## src/rtl/tms_pwr_pkg.sv

```systemverilog
// rtl/tms_pwr_pkg.sv - shared types and constants for the power-stage sequencers
// Purpose: sequencer state encoding, device counts and default us prescale.
// Ports: none (package).
package tms_pwr_pkg;

  localparam int N_IGBT         = 5;
  localparam int N_SCR          = 2;
  localparam int CLK_PER_US_DEF = 50;

  typedef enum logic [2:0] {
    S_IDLE     = 3'd0,
    S_SCR_FIRE = 3'd1,
    S_DEAD     = 3'd2,
    S_IGBT_ON  = 3'd3,
    S_IGBT_OFF = 3'd4,
    S_DONE     = 3'd5
  } seq_state_t;

endpackage

```

## src/rtl/igbt_scr_pulse_seq_if.sv

```systemverilog
// rtl/igbt_scr_pulse_seq_if.sv - command/status bundle of the IGBT/SCR pulse sequencer
// Purpose: groups the host command inputs and the driver/status outputs.
// Ports (modport slave = sequencer side):
//   in : start, abort, igbt_mask, scr_mask, on_time_us, off_time_us, pulse_num
//   out: IGBT_on_EN, SCR_on_EN, busy, done, start_err, pulse_cnt
interface igbt_scr_pulse_seq_if
  import tms_pwr_pkg::*;
#(
  parameter int TIME_W = 16,
  parameter int CNT_W  = 12
);

  logic              start;
  logic              abort;
  logic [N_IGBT-1:0] igbt_mask;
  logic [N_SCR-1:0]  scr_mask;
  logic [TIME_W-1:0] on_time_us;
  logic [TIME_W-1:0] off_time_us;
  logic [CNT_W-1:0]  pulse_num;
  logic [N_IGBT-1:0] IGBT_on_EN;
  logic [N_SCR-1:0]  SCR_on_EN;
  logic              busy;
  logic              done;
  logic              start_err;
  logic [CNT_W-1:0]  pulse_cnt;

  modport master (
    output start, abort, igbt_mask, scr_mask, on_time_us, off_time_us, pulse_num,
    input  IGBT_on_EN, SCR_on_EN, busy, done, start_err, pulse_cnt
  );

  modport slave (
    input  start, abort, igbt_mask, scr_mask, on_time_us, off_time_us, pulse_num,
    output IGBT_on_EN, SCR_on_EN, busy, done, start_err, pulse_cnt
  );

endinterface

```

## src/rtl/us_tick_gen.sv

```systemverilog
// rtl/us_tick_gen.sv - microsecond prescaler with synchronous clear
// Purpose: counts 0..CLK_PER_US-1 and flags the last count as a 1-cycle tick.
// Ports: sys_clk, sys_rst (sync, active-high), clr (restart at 0), tick (out).
module us_tick_gen #(
  parameter int CLK_PER_US = 50
) (
  input  logic sys_clk,
  input  logic sys_rst,
  input  logic clr,
  output logic tick
);

  localparam int PW = (CLK_PER_US > 1) ? $clog2(CLK_PER_US) : 1;
  localparam logic [PW-1:0] LAST = PW'(CLK_PER_US - 1);

  logic [PW-1:0] presc;

  always_ff @(posedge sys_clk) begin
    if (sys_rst || clr) begin
      presc <= '0;
    end else if (presc == LAST) begin
      presc <= '0;
    end else begin
      presc <= presc + 1'b1;
    end
  end

  assign tick = (presc == LAST);

endmodule

```

## src/rtl/igbt_scr_pulse_seq.sv

```systemverilog
// rtl/igbt_scr_pulse_seq.sv - timed SCR pre-fire / IGBT pulse train sequencer
// Purpose: runs one train per accepted start: SCR fire, dead time, N IGBT pulses.
// Ports: sys_clk, sys_rst (sync, active-high), bus (igbt_scr_pulse_seq_if.slave).
module igbt_scr_pulse_seq
  import tms_pwr_pkg::*;
#(
  parameter int CLK_PER_US   = CLK_PER_US_DEF,
  parameter int TIME_W       = 16,
  parameter int CNT_W        = 12,
  parameter int SCR_PULSE_US = 10,
  parameter int DEAD_US      = 2
) (
  input logic                 sys_clk,
  input logic                 sys_rst,
  igbt_scr_pulse_seq_if.slave bus
);

  localparam int PH_W = TIME_W + 1;

  seq_state_t state, state_n;

  logic              tick;
  logic [PH_W-1:0]   ph_cnt, ph_val;
  logic              ph_load, ph_end;
  logic              latch, cnt_clr, cnt_inc, err_n;
  logic [N_IGBT-1:0] igbt_q, igbt_n;
  logic [N_SCR-1:0]  scr_q, scr_n;
  logic [TIME_W-1:0] on_q, off_q;
  logic [CNT_W-1:0]  pnum_q;
  logic              start_ok;

  // Prescaler is held at 0 in IDLE so every phase starts on a us boundary.
  us_tick_gen #(.CLK_PER_US(CLK_PER_US)) u_tick (
    .sys_clk (sys_clk),
    .sys_rst (sys_rst),
    .clr     (state == S_IDLE),
    .tick    (tick)
  );

  assign ph_end   = tick && (ph_cnt == PH_W'(1));
  assign start_ok = (bus.igbt_mask != '0) && (bus.on_time_us != '0) && (bus.pulse_num != '0);
  assign igbt_n   = latch ? bus.igbt_mask : igbt_q;
  assign scr_n    = latch ? bus.scr_mask  : scr_q;

  always_ff @(posedge sys_clk) begin
    if (sys_rst) state <= S_IDLE;
    else         state <= state_n;
  end

  always_comb begin
    state_n = state;
    ph_load = 1'b0;
    ph_val  = '0;
    latch   = 1'b0;
    cnt_clr = 1'b0;
    cnt_inc = 1'b0;
    err_n   = 1'b0;
    case (state)
      S_IDLE: begin
        if (bus.start) begin
          if (!start_ok) begin
            err_n = 1'b1;
          end else begin
            latch   = 1'b1;
            cnt_clr = 1'b1;
            ph_load = 1'b1;
            if (bus.scr_mask != '0) begin
              state_n = S_SCR_FIRE;
              ph_val  = PH_W'(SCR_PULSE_US);
            end else begin
              state_n = S_IGBT_ON;
              ph_val  = {1'b0, bus.on_time_us};
              cnt_inc = 1'b1;
            end
          end
        end
      end
      S_SCR_FIRE: if (ph_end) begin
        state_n = S_DEAD;
        ph_load = 1'b1;
        ph_val  = PH_W'(DEAD_US);
      end
      S_DEAD: if (ph_end) begin
        state_n = S_IGBT_ON;
        ph_load = 1'b1;
        ph_val  = {1'b0, on_q};
        cnt_inc = 1'b1;
      end
      S_IGBT_ON: if (ph_end) begin
        if (bus.pulse_cnt < pnum_q) begin
          state_n = S_IGBT_OFF;
          ph_load = 1'b1;
          ph_val  = (off_q == '0) ? PH_W'(1) : {1'b0, off_q};
        end else begin
          state_n = S_DONE;
        end
      end
      S_IGBT_OFF: if (ph_end) begin
        state_n = S_IGBT_ON;
        ph_load = 1'b1;
        ph_val  = {1'b0, on_q};
        cnt_inc = 1'b1;
      end
      S_DONE:  state_n = S_IDLE;
      default: state_n = S_IDLE;
    endcase
    // Abort overrides everything, including a same-cycle start.
    if (bus.abort) begin
      state_n = S_IDLE;
      ph_load = 1'b0;
      latch   = 1'b0;
      cnt_clr = 1'b0;
      cnt_inc = 1'b0;
      err_n   = 1'b0;
    end
  end

  // Outputs are registered from the next state so the first enable appears
  // on the cycle after the accepted start.
  always_ff @(posedge sys_clk) begin
    if (sys_rst) begin
      igbt_q         <= '0;
      scr_q          <= '0;
      on_q           <= '0;
      off_q          <= '0;
      pnum_q         <= '0;
      ph_cnt         <= '0;
      bus.pulse_cnt  <= '0;
      bus.IGBT_on_EN <= '0;
      bus.SCR_on_EN  <= '0;
      bus.busy       <= 1'b0;
      bus.done       <= 1'b0;
      bus.start_err  <= 1'b0;
    end else begin
      if (latch) begin
        igbt_q <= bus.igbt_mask;
        scr_q  <= bus.scr_mask;
        on_q   <= bus.on_time_us;
        off_q  <= bus.off_time_us;
        pnum_q <= bus.pulse_num;
      end
      if (ph_load)                    ph_cnt <= ph_val;
      else if (tick && ph_cnt != '0)  ph_cnt <= ph_cnt - 1'b1;
      if (cnt_clr)      bus.pulse_cnt <= cnt_inc ? CNT_W'(1) : '0;
      else if (cnt_inc) bus.pulse_cnt <= bus.pulse_cnt + 1'b1;
      bus.IGBT_on_EN <= (state_n == S_IGBT_ON)  ? igbt_n : '0;
      bus.SCR_on_EN  <= (state_n == S_SCR_FIRE) ? scr_n  : '0;
      bus.busy       <= (state_n != S_IDLE);
      bus.done       <= (state_n == S_DONE);
      bus.start_err  <= err_n;
    end
  end

endmodule

```

## src/flat_wrapper.sv

```systemverilog
// flat-port wrapper written by rule: the top's interface ports become plain ports
module igbt_scr_pulse_seq_flat import tms_pwr_pkg::*;
#(
  parameter int CLK_PER_US   = CLK_PER_US_DEF,
  parameter int TIME_W       = 16,
  parameter int CNT_W        = 12,
  parameter int SCR_PULSE_US = 10,
  parameter int DEAD_US      = 2
)
  (sys_clk, sys_rst, bus_start, bus_abort, bus_igbt_mask, bus_scr_mask, bus_on_time_us, bus_off_time_us, bus_pulse_num, bus_IGBT_on_EN, bus_SCR_on_EN, bus_busy, bus_done, bus_start_err, bus_pulse_cnt);
  igbt_scr_pulse_seq_if #(.TIME_W(TIME_W), .CNT_W(CNT_W)) bus_i ();
  input logic sys_clk;
  input logic sys_rst;
  input wire logic [$bits(bus_i.start)-1:0] bus_start;
  input wire logic [$bits(bus_i.abort)-1:0] bus_abort;
  input wire logic [$bits(bus_i.igbt_mask)-1:0] bus_igbt_mask;
  input wire logic [$bits(bus_i.scr_mask)-1:0] bus_scr_mask;
  input wire logic [$bits(bus_i.on_time_us)-1:0] bus_on_time_us;
  input wire logic [$bits(bus_i.off_time_us)-1:0] bus_off_time_us;
  input wire logic [$bits(bus_i.pulse_num)-1:0] bus_pulse_num;
  output wire logic [$bits(bus_i.IGBT_on_EN)-1:0] bus_IGBT_on_EN;
  output wire logic [$bits(bus_i.SCR_on_EN)-1:0] bus_SCR_on_EN;
  output wire logic [$bits(bus_i.busy)-1:0] bus_busy;
  output wire logic [$bits(bus_i.done)-1:0] bus_done;
  output wire logic [$bits(bus_i.start_err)-1:0] bus_start_err;
  output wire logic [$bits(bus_i.pulse_cnt)-1:0] bus_pulse_cnt;
  assign bus_i.start = bus_start;
  assign bus_i.abort = bus_abort;
  assign bus_i.igbt_mask = bus_igbt_mask;
  assign bus_i.scr_mask = bus_scr_mask;
  assign bus_i.on_time_us = bus_on_time_us;
  assign bus_i.off_time_us = bus_off_time_us;
  assign bus_i.pulse_num = bus_pulse_num;
  assign bus_IGBT_on_EN = bus_i.IGBT_on_EN;
  assign bus_SCR_on_EN = bus_i.SCR_on_EN;
  assign bus_busy = bus_i.busy;
  assign bus_done = bus_i.done;
  assign bus_start_err = bus_i.start_err;
  assign bus_pulse_cnt = bus_i.pulse_cnt;
  igbt_scr_pulse_seq #(.CLK_PER_US(CLK_PER_US), .TIME_W(TIME_W), .CNT_W(CNT_W), .SCR_PULSE_US(SCR_PULSE_US), .DEAD_US(DEAD_US)) u_core (.sys_clk(sys_clk), .sys_rst(sys_rst), .bus(bus_i));
endmodule
```

## config.mk

```make
export PLATFORM = sky130hd
export DESIGN_NAME = igbt_scr_pulse_seq_flat
export DESIGN_NICKNAME = d
export VERILOG_FILES = /design/src/rtl/tms_pwr_pkg.sv /design/src/rtl/igbt_scr_pulse_seq_if.sv /design/src/rtl/us_tick_gen.sv /design/src/rtl/igbt_scr_pulse_seq.sv /design/src/flat_wrapper.sv
export SDC_FILE = /design/constraint.sdc
export NUM_CORES = 1
export LEC_CHECK = 0
export ABC_CLOCK_PERIOD_IN_PS = 2600
export CORE_MARGIN = 8
export CORE_UTILIZATION = 30
export DETAILED_ROUTE_END_ITERATION = 10
export HOLD_SLACK_MARGIN = 0.02
export PLACE_DENSITY_LB_ADDON = 0.3
export SLEW_MARGIN = 15
export SYNTH_ARGS = -nofsm -noshare
export SYNTH_HDL_FRONTEND = slang
export SYNTH_SLANG_ARGS = --single-unit
```

## constraint.sdc

```tcl
create_clock -name sys_clk -period 2.6 [get_ports sys_clk]
set_input_delay 0.26 -clock sys_clk [delete_from_list [all_inputs] [get_ports sys_clk]]
set_output_delay 0.26 -clock sys_clk [all_outputs]
set_load 0.03 [all_outputs]
```

==> Yosys cells after proc, flatten, opt, wreduce, memory -nomap -nowiden <==
Index checks and enable logic that the tools add are counted.
{ "totals": {"reg_bits": 99, "n_memories": 0, "output_inout_bits": 22, "inputBits": 55, "ram_bits": 0, "mem_bits_ro": 0, "latch_bits": 0} }
{ "op_classes": {"n_addsub": 3, "div": 0, "mul": 0, "shifts": 0, "n_bitwise": 4, "n_lt_le_gt_ge": 1, "n_reduce_logical": 21, "n_mux": 40, "n_eq_ne": 9} }
{ "ops": {"columns": ["operator", "n"], "rows": [
  ["$mux 17", 6],
  ["$pmux 17 s4", 1],
  ["$mux 16", 3],
  ["$mux 12", 2],
  ["$mux 3", 6],
  ["$eq 17x1->1 const B", 1],
  ["$reduce_bool 17->1", 1],
  ["$sub 17x1->17 const B", 1],
  ["$logic_not 16->1", 1],
  ["$reduce_bool 16->1", 1],
  ["$mux 1", 15],
  ["$add 12x1->12 const B", 1],
  ["$lt 12x12->1", 1],
  ["$pmux 3 s4", 1],
  ["$reduce_bool 12->1", 1],
  ["$eq 3x2->1 const B", 3],
  ["$reduce_or 2->1", 4],
  ["$add 6x1->6 const B", 1],
  ["$eq 3x1->1 const B", 2],
  ["$eq 3x3->1 const B", 2],
  ["$eq 6x6->1 const B", 1],
  ["$mux 2", 3],
  ["$reduce_bool 2->1", 3],
  ["$mux 5", 1],
  ["other kinds (10)", 16]
]} }

==> Longest topological paths before layout <==
Gate-level depths: netlist (run 1).
{ "logic_depth": {"depth_word": 10, "depth_mapped": 12} }

==> Cells and area by module <==
Synthesis (run 1) repeated with hierarchy kept, for this count alone.
{ "unflattened": {"cells_unflattened": 578, "area_unflattened_um2": 4845.9} }
{ "by_module_without_submodules": {"columns": ["module", "cells_per_inst", "seq_area_each_um2", "instances", "area_per_inst_um2"], "rows": [
  ["igbt_scr_pulse_seq", 551, 1861.8, 1, 4591.9],
  ["us_tick_gen", 27, 120.1, 1, 254.0]
]} }

==> Worst setup path after synthesis (run 1) <==
No wires, ideal clock.
{ "synth_timing": {"path_kind": "register to register", "startpoint": "register u_core.bus.pulse_cnt[5]", "endpoint": "register u_core.ph_cnt[0]", "required_ns": 2.514, "n_path_buf": 2, "path_slack_ns": 0.033, "synth_period_minus_slack_ns": 2.567, "arrival_time_ns": 2.481, "stages_incl_launch_ff": 10, "cell_sequence": "dfxtp_1 > ha_1 > a2111oi_0 > o21ai_1 > a211oi_1 > and4_1 > buf_2 > clkbuf_1 > a211oi_1 > a211oi_1"} }
{ "synth_via": {"elab_chain_len": 6, "word_cells_on_any_way": 10, "cone_classes": "order compare: 1; mux: 8; reduce/logical: 1"} }
{ "synth_lines": {"columns": ["element", "line_no", "text"], "rows": [
  ["start: declaration", "igbt_scr_pulse_seq_if.sv:34", "output IGBT_on_EN, SCR_on_EN, busy, done, start_err, pulse_cnt"],
  ["start signal: assignment", "igbt_scr_pulse_seq.sv:144", "if (cnt_clr) bus.pulse_cnt <= cnt_inc ? CNT_W'(1) : '0;"],
  ["start signal: assignment", "igbt_scr_pulse_seq.sv:145", "else if (cnt_inc) bus.pulse_cnt <= bus.pulse_cnt + 1'b1;"],
  ["$lt 12x12->1 (*)", "igbt_scr_pulse_seq.sv:90", "if (bus.pulse_cnt < pnum_q) begin"],
  ["$mux 1", "igbt_scr_pulse_seq.sv:90", null],
  ["$mux 1", "igbt_scr_pulse_seq.sv:89", "S_IGBT_ON: if (ph_end) begin"],
  ["$pmux 1 s3", "igbt_scr_pulse_seq.sv:58", "case (state)"],
  ["$mux 1", "igbt_scr_pulse_seq.sv:108", "if (bus.abort) begin"],
  ["$mux 17 / $reduce_bool 2->1 (equally long branches)", null, null],
  ["end signal: assignment", "igbt_scr_pulse_seq.sv:142", "if (ph_load) ph_cnt <= ph_val;"],
  ["end signal: assignment", "igbt_scr_pulse_seq.sv:143", "else if (tick && ph_cnt != '0) ph_cnt <= ph_cnt - 1'b1;"],
  ["end: declaration", "igbt_scr_pulse_seq.sv:23", "logic [PH_W-1:0] ph_cnt, ph_val;"]
]} }
Every way passes the cells marked *; elsewhere a longest branch is shown, timed or not.
A chain may end at the register's enable or synchronous reset.

==> Final worst setup path (run 1) <==
{ "layout_timing": {"startpoint": "register u_core.pnum_q[5]", "endpoint": "register u_core.ph_cnt[4]"} }
{ "layout_via": {"elab_chain_len": 6, "word_cells_on_any_way": 10, "cone_classes": "order compare: 1; mux: 8; reduce/logical: 1"} }
{ "layout_lines": {"columns": ["element", "line_no", "text"], "rows": [
  ["start: declaration", "igbt_scr_pulse_seq.sv:29", "logic [CNT_W-1:0] pnum_q;"],
  ["start signal: assignment", "igbt_scr_pulse_seq.sv:140", "pnum_q <= bus.pulse_num;"],
  ["$lt 12x12->1 (*)", "igbt_scr_pulse_seq.sv:90", null],
  ["$mux 1", "igbt_scr_pulse_seq.sv:90", null],
  ["$mux 1", "igbt_scr_pulse_seq.sv:89", null],
  ["$pmux 1 s3", "igbt_scr_pulse_seq.sv:58", null],
  ["$mux 1", "igbt_scr_pulse_seq.sv:108", null],
  ["$mux 17 / $reduce_bool 2->1 (equally long branches)", null, null]
]} }
Marked as above.

==> flow_summary.toml, run 1 <==
[clock_tree]
cts_tree = "built"
cts_buffer_depth = 2
htreeDepth = 3
root_buffer = "clkbuf_16"
numCtsBuffers = 9
clock_sinks = 99
clk_latency_ns = 0.35
ctsHoldBuffers = 0
clk_pin_slew_ns = 0.07

[final_layout]
fill_cells = 1530
final_cells = 896
num_antenna_cells = 0
drive_gt1_share_pct = 12.94
nets = 748
area_delta_synth_final_pct = 36.29

[yosys]
synth_common_cells = "nand2_1, dfxtp_1, a21oi_1, nor2_1"
ys_warn_count = 0
synth_ff_type = "dfxtp_1"
synth_seq_cells = 99
syn-cell-area_mm2 = 0.004772
synth_area_leaders = "dfxtp_1, nand2_1, a21oi_1"
syn-num-nets = 648
synth_seq_area_share_pct = 41.53
async_flop_share_pct = 0
yosysUniqueCellTypes = 55
synth.avg_cell_area_um2 = 8.285
synthesis.instances = 576
yosysTopAreaCellShare_pct = 41.53
yosysMostFrequentCell = "nand2_1"
synth_edf_count = 0
yosysTopAreaCell = "dfxtp_1"

[placed_design]
place_inst = 877
pre_cts_ws_ns = -0.2959
dpl.hpwl_mm = 10.38
gp_congestion = 0.7947
io_buffers = 76

[floorplanning]
num_rows = 46
die_h_um = 142.1
dieArea_mm2 = 0.02020
initial_utilization_pct = 30.37
die_w_um = 142.1
core_area_mm2 = 0.01571
ios = 77

[drt]
final_antenna_net_count = 0
routed_via_density = 5.064
drc_errors = 0
routedWlPerCell_um = 15.56
finalWirelength_mm = 13.94
drt_iter0_markers = 318
drtPass1Iterations = 5
vias = 4537

[power]
peakVddDrop_mv = 0.3140
p_leak_uw = 0.002373
power_density_mw_per_mm2 = 543.1
power_uw = 3532

[setup_path]
crit_type = "reg -> reg"
worstPathMaxFanout = 24
crit_required_ns = 2.81
r2r_cells = 10
reg2reg_from = "u_core.pnum_q[5]"
r2r-end = "u_core.ph_cnt[4]"
startpoint_type = "flip-flop"
cp_data_arrival_time_ns = 2.76
critPathCaptureType = "flip-flop"
ff2ff_setup_slack_ns = 0.06

[global_routing]
grt_pass1_vias = 4472
grt_first_pass_wirelength_mm = 22.05
grt_antenna_before_repair = 0
gr-usage-all-layers_pct = 13.61
grt_overflow = 0
grt_start_max_net_pins = 49

[timing]
finalHoldViolCount = 0
setup_ws_ns = 0.05611
max_freq_mhz = 393.1
max_slew_margin_pct = 51.93
layout_min_cycle_time_ns = 2.544
post-route-period-util_pct = 97.84
finalMaxSlewViolations = 0
skew_ns = 0.008385
setup_viol = 0
tightest_slew_ns = 0.7203

[status]
status = "complete, no violations"

[run]
cap_violations = 0

[min_path]
min_from = "sys_rst"
min_to = "u_core.bus.busy"
hold_path_class = "in -> reg"
whs_path_depth = 3
==> per-layer routing <==
layer | track usage (%) | routed length, um | share of wire (%)
met2 | 23.16 | 6992 | 50
met3 | 2.986 | 561 | 4.0
met4 | 5.088 | 199 | 1.4
met5 | 0 | 0 | 0
met1 | 16.43 | 6187 | 44
==> cell usage in the layout, fill, tap and decap left out, drive strengths merged, types with 8 or more instances in the layout <==
cell           instances
nand2                111
dfxtp                 99
clkdlybuf4s50         75
a21oi                 54
nor2                  46
buf                   46
a211oi                25
nor4                  20
ha                    17
inv                   17
nor3                  15
xor2                  14
xnor2                 14
a22o                  14
nand3                 13
mux2i                 12
clkbuf                10
o21ai                  9
nand4                  8
==> area by class of cell <==
type | instances | area [um2] | area share, %
multi-input cells | 430 | 2725 | 41.90
well taps | 216 | 270.3 | 4.155
repair buffers | 121 | 1156 | 17.78
flip-flops and latches | 99 | 1982 | 30.47
inverters | 15 | 56.30 | 0.8657
clock buffers | 10 | 229.0 | 3.521
clock inverters | 5 | 85.08 | 1.308
==> power by group <==
part,leakage (uW),internal [uW],switching (uW),total (uW)
Clock,0.000150,846,592,1440
Combinational,0.00142,235,243,479
Sequential,0.000805,1570,44.2,1620
==> kinds of logic (layout without fill, tap and decap cells) <==
family	Yosys count	after routing	share of synthesized area [%]
adder cells (fa/ha/maj)	17	17	4.457
flip-flops	99	99	41.53
AND/OR/NAND/NOR	243	244	24.25
buffers and inverters	48	151	3.959
multiplexers	12	12	2.517
XOR/XNOR	28	28	5.139
AO/OA/AOI/OAI	129	129	18.14
==> stage by stage <==
| stage | hold slack, ns | instance area (um2) | TNS, ns | util (%) |
|---|---|---|---|---|
| floorplan | 0.3379 | 4772 | 0 | - |
| global placement | 0.4419 | 6051 | -7.456 | 38.51 |
| detailed placement | 0.4469 | 6051 | -11.51 | 38.51 |
| CTS | 0.3032 | 6382 | 0 | 40.62 |
| global route | 0.3049 | 6504 | -0.01484 | 41.39 |
| finish | 0.2993 | 6504 | 0 | 41.39 |
==> critical path, stage by stage, from the launching register on <==
cell       delay, ns
dfxtp_1         0.34
inv_1           0.08
ha_4            0.23
a2111oi_2       0.36
o21ai_1         0.13
a211oi_2        0.41
nand3_2         0.15
a21o_1          0.23
buf_12          0.16
a211oi_1        0.23
a211oi_1        0.08
==> repair_timing <==
action / in CTS / in global routing
gates cloned: 0 / 1
buffers inserted: 0 / 3
gates resized for setup: 3 / 16
pin swaps: 0 / 6
setup endpoints to repair: 18 / 33
==> worst max path at each step <==
stage / from / to / slack, ns / depth (start not counted)
floorplan: u_core.bus.pulse_cnt[5] / u_core.ph_cnt[0] / 0.03 / 9
global placement: bus_on_time_us[1] / u_core.bus.IGBT_on_EN[4] / -0.35 / 9
detailed placement: bus_on_time_us[1] / u_core.bus.IGBT_on_EN[4] / -0.30 / 9
CTS: u_core.ph_cnt[8] / u_core.bus.IGBT_on_EN[1] / 0.01 / 9
global route: u_core.pnum_q[5] / u_core.ph_cnt[3] / -0.01 / 10
finish: u_core.pnum_q[5] / u_core.ph_cnt[4] / 0.06 / 10
==> sequential cells by signal (all words and copies together) (netlist names) <==
register,flops
u_core.bus.IGBT_on_EN,5
u_core.bus.SCR_on_EN,2
u_core.bus.busy,1
u_core.bus.done,1
u_core.bus.pulse_cnt,12
u_core.bus.start_err,1
u_core.igbt_q,5
u_core.off_q,16
u_core.on_q,16
u_core.ph_cnt,17
u_core.pnum_q,12
u_core.scr_q,2
u_core.state,3
u_core.u_tick.presc,6
(Power assumes the default switching activity.)
==> run 2, diff against run 1 <==
--- a/config.mk
+++ b/config.mk
@@ -8,6 +8,7 @@
 export ABC_CLOCK_PERIOD_IN_PS = 2600
 export CORE_MARGIN = 8
 export CORE_UTILIZATION = 30
+export CTS_CLUSTER_SIZE = 10
 export DETAILED_ROUTE_END_ITERATION = 10
 export HOLD_SLACK_MARGIN = 0.02
 export PLACE_DENSITY_LB_ADDON = 0.3
==> results of run 2 <==
Same layout as run 1: the final DEF is identical, and so are final timing and power.
==> run 3, diff against run 2 <==
--- a/config.mk
+++ b/config.mk
@@ -12,6 +12,7 @@
 export DETAILED_ROUTE_END_ITERATION = 10
 export HOLD_SLACK_MARGIN = 0.02
 export PLACE_DENSITY_LB_ADDON = 0.3
+export SKIP_LAST_GASP = 1
 export SLEW_MARGIN = 15
 export SYNTH_ARGS = -nofsm -noshare
 export SYNTH_HDL_FRONTEND = slang
==> flow_summary.toml, run 3 (synthesis gave the netlist of run 1 again) <==
[clock_tree]
htreeDepth = 3
numCtsBuffers = 9
clk_latency_ns = 0.35
cts_buffer_depth = 2
root_buffer = "clkbuf_16"
clock_sinks = 99
clk_pin_slew_ns = 0.07
ctsHoldBuffers = 0
cts_tree = "built"

[floorplanning]
die_h_um = 142.1
num_rows = 46
initial_utilization_pct = 30.37
die_w_um = 142.1
ios = 77
dieArea_mm2 = 0.02020
core_area_mm2 = 0.01571

[global_routing]
grt_pass1_vias = 4472
top_usage_layer = "met2"
grt_util_met1_pct = 16.43
grt_antenna_before_repair = 0
grt_overflow = 0
grt_start_max_net_pins = 49
met3_usage_pct = 2.986
grt_first_pass_wirelength_mm = 22.05
gr-usage-all-layers_pct = 13.61
grt.met2_usage_pct = 23.16

[placed_design]
io_buffers = 76
place_inst = 877
dpl.hpwl_mm = 10.38
gp_congestion = 0.7947

[timing]
finalHoldViolCount = 0
max_freq_mhz = 395.3
tightest_slew_ns = 0.7446
rsz0062_at_grt = "yes"
post-route-period-util_pct = 97.29
layout_min_cycle_time_ns = 2.529
setup_viol = 0
whs_ns = 0.2981
max_slew_margin_pct = 50.31
skew_ns = 0.008163
finalMaxSlewViolations = 0

[drt]
routed_via_density = 5.055
finalWirelength_mm = 13.92
drt_iter0_markers = 309
vias = 4529
drtPass1Iterations = 5
drc_errors = 0
routedWlPerCell_um = 15.54
final_antenna_net_count = 0

[setup_path]
cp_data_arrival_time_ns = 2.74
cp_common_cell = "a211oi_1"
startpoint_type = "flip-flop"
crit_chain = "inv_1 > ha_1 > a2111oi_2 > o21ai_1 > a211oi_2 > nand3_2 > a21o_1 > buf_12 > a211oi_1 > a211oi_1"
worstPathMaxFanout = 24
ff2ff_setup_slack_ns = 0.07
crit_family = "compound AO/OA/AOI/OAI gates"
critPathBufInv = 2
crit_required_ns = 2.81
critPathCaptureType = "flip-flop"
max_stage_delay_ns = 0.40
crit_type = "reg -> reg"
crit_slowest_cell = "a211oi_2"

[power]
peakVddDrop_mv = 0.3148
p_leak_uw = 0.002369
power_density_mw_per_mm2 = 545.6

[final_layout]
top_regs = "u_core.ph_cnt: 17 flops, u_core.off_q: 16 flops, u_core.on_q: 16 flops"
layout_commonest_cell = "nand2_1"
fill_cells = 1533
area_delta_synth_final_pct = 35.45
nets = 748
drive_gt1_share_pct = 12.21
num_antenna_cells = 0
largest_register_ffs = 17
regMostFlops = "u_core.ph_cnt"
final_cell_mix = "nand2_1, dfxtp_1, clkdlybuf4s50_1"
final_cells = 896

[min_path]
hold_path_class = "in -> reg"

[status]
status = "complete, no violations"

[run]
cap_violations = 0
[run 3: timing repair]
action,CTS,global route
resized for setup,2,11
buffers inserted,0,3
gates cloned,0,1
endpoints found under the setup margin,18,33
pin swaps,0,4
[run 3: per-layer routing]
| layer | wire length [um] | share of wire (%) |
|---|---|---|
| met5 | 0 | 0 |
| met3 | 685 | 4.9 |
| met4 | 210 | 1.5 |
| met1 | 6046 | 43 |
| met2 | 6982 | 50 |
[run 3: path summary, 6_finish.rpt]
path / startpoint / endpoint / cells after the start
setup reg to reg: u_core.pnum_q[5] / u_core.ph_cnt[4] / 10
hold / removal: sys_rst / u_core.bus.busy / 3
setup / recovery: u_core.pnum_q[5] / u_core.ph_cnt[4] / 10
hold reg to reg: u_core.pnum_q[10] / u_core.pnum_q[10] / 2
[run 3: worst register-to-register path, delay by kind of cell, from the launching register on]
family	cells	cell delay (ns)
AND/OR/NAND/NOR	1	0.15
buffers and inverters	2	0.21
AO/OA/AOI/OAI	6	1.36
adder cells (fa/ha/maj)	1	0.33
flip-flops	1	0.34
[run 3: cell type report]
type,count,area (um2),share of cell area [%]
clock buffer,10,229.0,3.542
inverter,15,56.30,0.8711
sequential,99,1982,30.66
tap,216,270.3,4.181
clock inverter,5,85.08,1.316
timing repair buffer,121,1156,17.89
multi-input combinational,430,2685,41.54
[run 3: per-stage QoR]
step / TNS (ns) / util, % / power, uW / worst slack [ns] / area (um2)
after detailed placement: -11.51 / 38.51 / 2104 / -0.2959 / 6051
after global routing: -0.1409 / 41.14 / 3691 / -0.03740 / 6464
final: 0 / 41.14 / 3527 / 0.07054 / 6464
after CTS: -0.01727 / 40.59 / 3546 / -0.01727 / 6377
after floorplan: 0 / - / 1878 / 0.03345 / 4772
after global placement: -7.456 / 38.51 / 2096 / -0.3464 / 6051
[run 3: power breakdown]
group / switching, uW / internal, uW
clock: 592 / 846
sequential: 43.9 / 1570
combinational: 240 / 233
total: 876 / 2650
==> RTL change, RTL diff (flow settings as in run 3) <==
`TIME_W` is set to 16 in 3 places; all go to 24.
--- a/src/rtl/igbt_scr_pulse_seq_if.sv
+++ b/src/rtl/igbt_scr_pulse_seq_if.sv
@@ -7,5 +7,5 @@
   import tms_pwr_pkg::*;
 #(
-  parameter int TIME_W = 16,
+  parameter int TIME_W = 24,
   parameter int CNT_W  = 12
 );
--- a/src/rtl/igbt_scr_pulse_seq.sv
+++ b/src/rtl/igbt_scr_pulse_seq.sv
@@ -6,5 +6,5 @@
 #(
   parameter int CLK_PER_US   = CLK_PER_US_DEF,
-  parameter int TIME_W       = 16,
+  parameter int TIME_W       = 24,
   parameter int CNT_W        = 12,
   parameter int SCR_PULSE_US = 10,
--- a/src/flat_wrapper.sv
+++ b/src/flat_wrapper.sv
@@ -3,5 +3,5 @@
 #(
   parameter int CLK_PER_US   = CLK_PER_US_DEF,
-  parameter int TIME_W       = 16,
+  parameter int TIME_W       = 24,
   parameter int CNT_W        = 12,
   parameter int SCR_PULSE_US = 10,
Interface: changed (resized bus_off_time_us and bus_on_time_us); port bits go from 77 to 93. The function was not compared with the original's and may differ.
==> RTL change against run 3 <==
Via count increased by 28%. Combinational power is 65% higher. Die area increased by 22%. Wire length up 34%. Total power increased by 49%. Sequential cell count rose by 24. Cell area increased by 39%. The run now ends with negative setup slack left. Cell count up 31%. Area after synthesis up 25%. Critical endpoint is now u_core.ph_cnt[1]. Worst setup slack got worse by 0.085 ns.
==> RTL change: results (changes against run 3) <==
- Largest registers ranked by flip-flop count: u_core.ph_cnt: 25 flops, u_core.off_q: 24 flops, u_core.on_q: 24 flops
- Cts repair resizes: 4 (+2)
- Multiplexer share of the synthesized area: 1.79% (-0.73 points)
- Run status: finished, violations left
- All-Layer GR Usage: 15.2% (+1.6 points)
- H-tree depth: 4 (+1)
- Compound-cell area share of the yosys netlist: 18.1% (about the same)
- HPWL reported at the end of detailed placement: 13400 µm (+29%)
- Syn Inst Count: 712 (+24%)
- Post-placement setup slack: -0.286 ns (+0.00992 ns)
- Met2 usage in global routing: 24.3% (+1.1 points)
- Slowest cell delay on critical path: 0.54 ns (+0.14 ns)
- Violated checks: negative setup slack
- Final setup violating endpoints: 1 (+1)
- Fraction of synthesized cell area in xor and xnor cells: 5.30% (+0.16 points)
- WL per Instance: 15.9 µm (+2.3%)
- Pin count of the biggest net entering global routing: 48 (-2.0%)
- Launch point of the critical path: u_core.ph_cnt[8]
- Number of clock buffers inserted by TritonCTS: 17 (+8)
- Aggregate negative setup slack: -0.0147 ns (-0.0147 ns)
- Part of the Yosys area used for sequential elements: 41.4% (-0.14 points)
- Worst hold stages: 2 (-1)
- Post-Route WL: 18700 µm (+34%)
- Synth unique cells: 59 (+7.3%)
- Final setup slack of the worst path: -0.0147 ns (-0.0853 ns)
- Nets@finish: 990 (+32%)
- DRC violation total after the first TritonRoute iteration: 637 (+110%)
- Placement-stage cell area: 8060 µm² (+33%)
- Number of placed instances with taps included: 1134 (+29%)
- Endpoint of the worst register-to-register path: u_core.ph_cnt[1]
- Fraction of met3 tracks used by global routing: 3.39% (+0.41 points)
- First-pass GRT wire length: 29600 µm (+34%)
- Adder-cell area share of the yosys netlist: 3.58% (-0.88 points)
- Amount of wire on met3 after detailed routing: 913 µm (+33%)
- Tot Pwr: 5.25 mW (+49%)
- Insertion delay to the later sink of the worst-skew pair: 0.41 ns (+0.06 ns)
- Clock share of power: 46.4% (+5.6 points)
- Endpoint of the worst hold path: u_core.pnum_q[9]
- Routed met1 length: 8840 µm (+46%)
- Relative slew slack: 51.9% (+1.6 points)
## RTL change: worst reg2reg max path, stage by stage (launching register included)
cell and delay [ns]:
sky130_fd_sc_hd__dfxtp_2 0.32, sky130_fd_sc_hd__or4_4 0.54, sky130_fd_sc_hd__or4_4 0.44, sky130_fd_sc_hd__or4_4 0.52, sky130_fd_sc_hd__nand2_4 0.08, sky130_fd_sc_hd__mux2_2 0.33
sky130_fd_sc_hd__mux2_4 0.26, sky130_fd_sc_hd__nor2_2 0.07
## RTL change: area by class of cell
| type | instances | area [µm²] | share of cell area, % |
|---|---|---|---|
| clock inverters | 6 | 111 | 1.24 |
| inverters | 19 | 71.3 | 0.794 |
| multi-input cells | 526 | 3420 | 38.1 |
| flip-flops and latches | 123 | 2470 | 27.5 |
| repair buffers | 215 | 2080 | 23.2 |
| clock buffers | 23 | 498 | 5.54 |
| well taps | 265 | 332 | 3.69 |
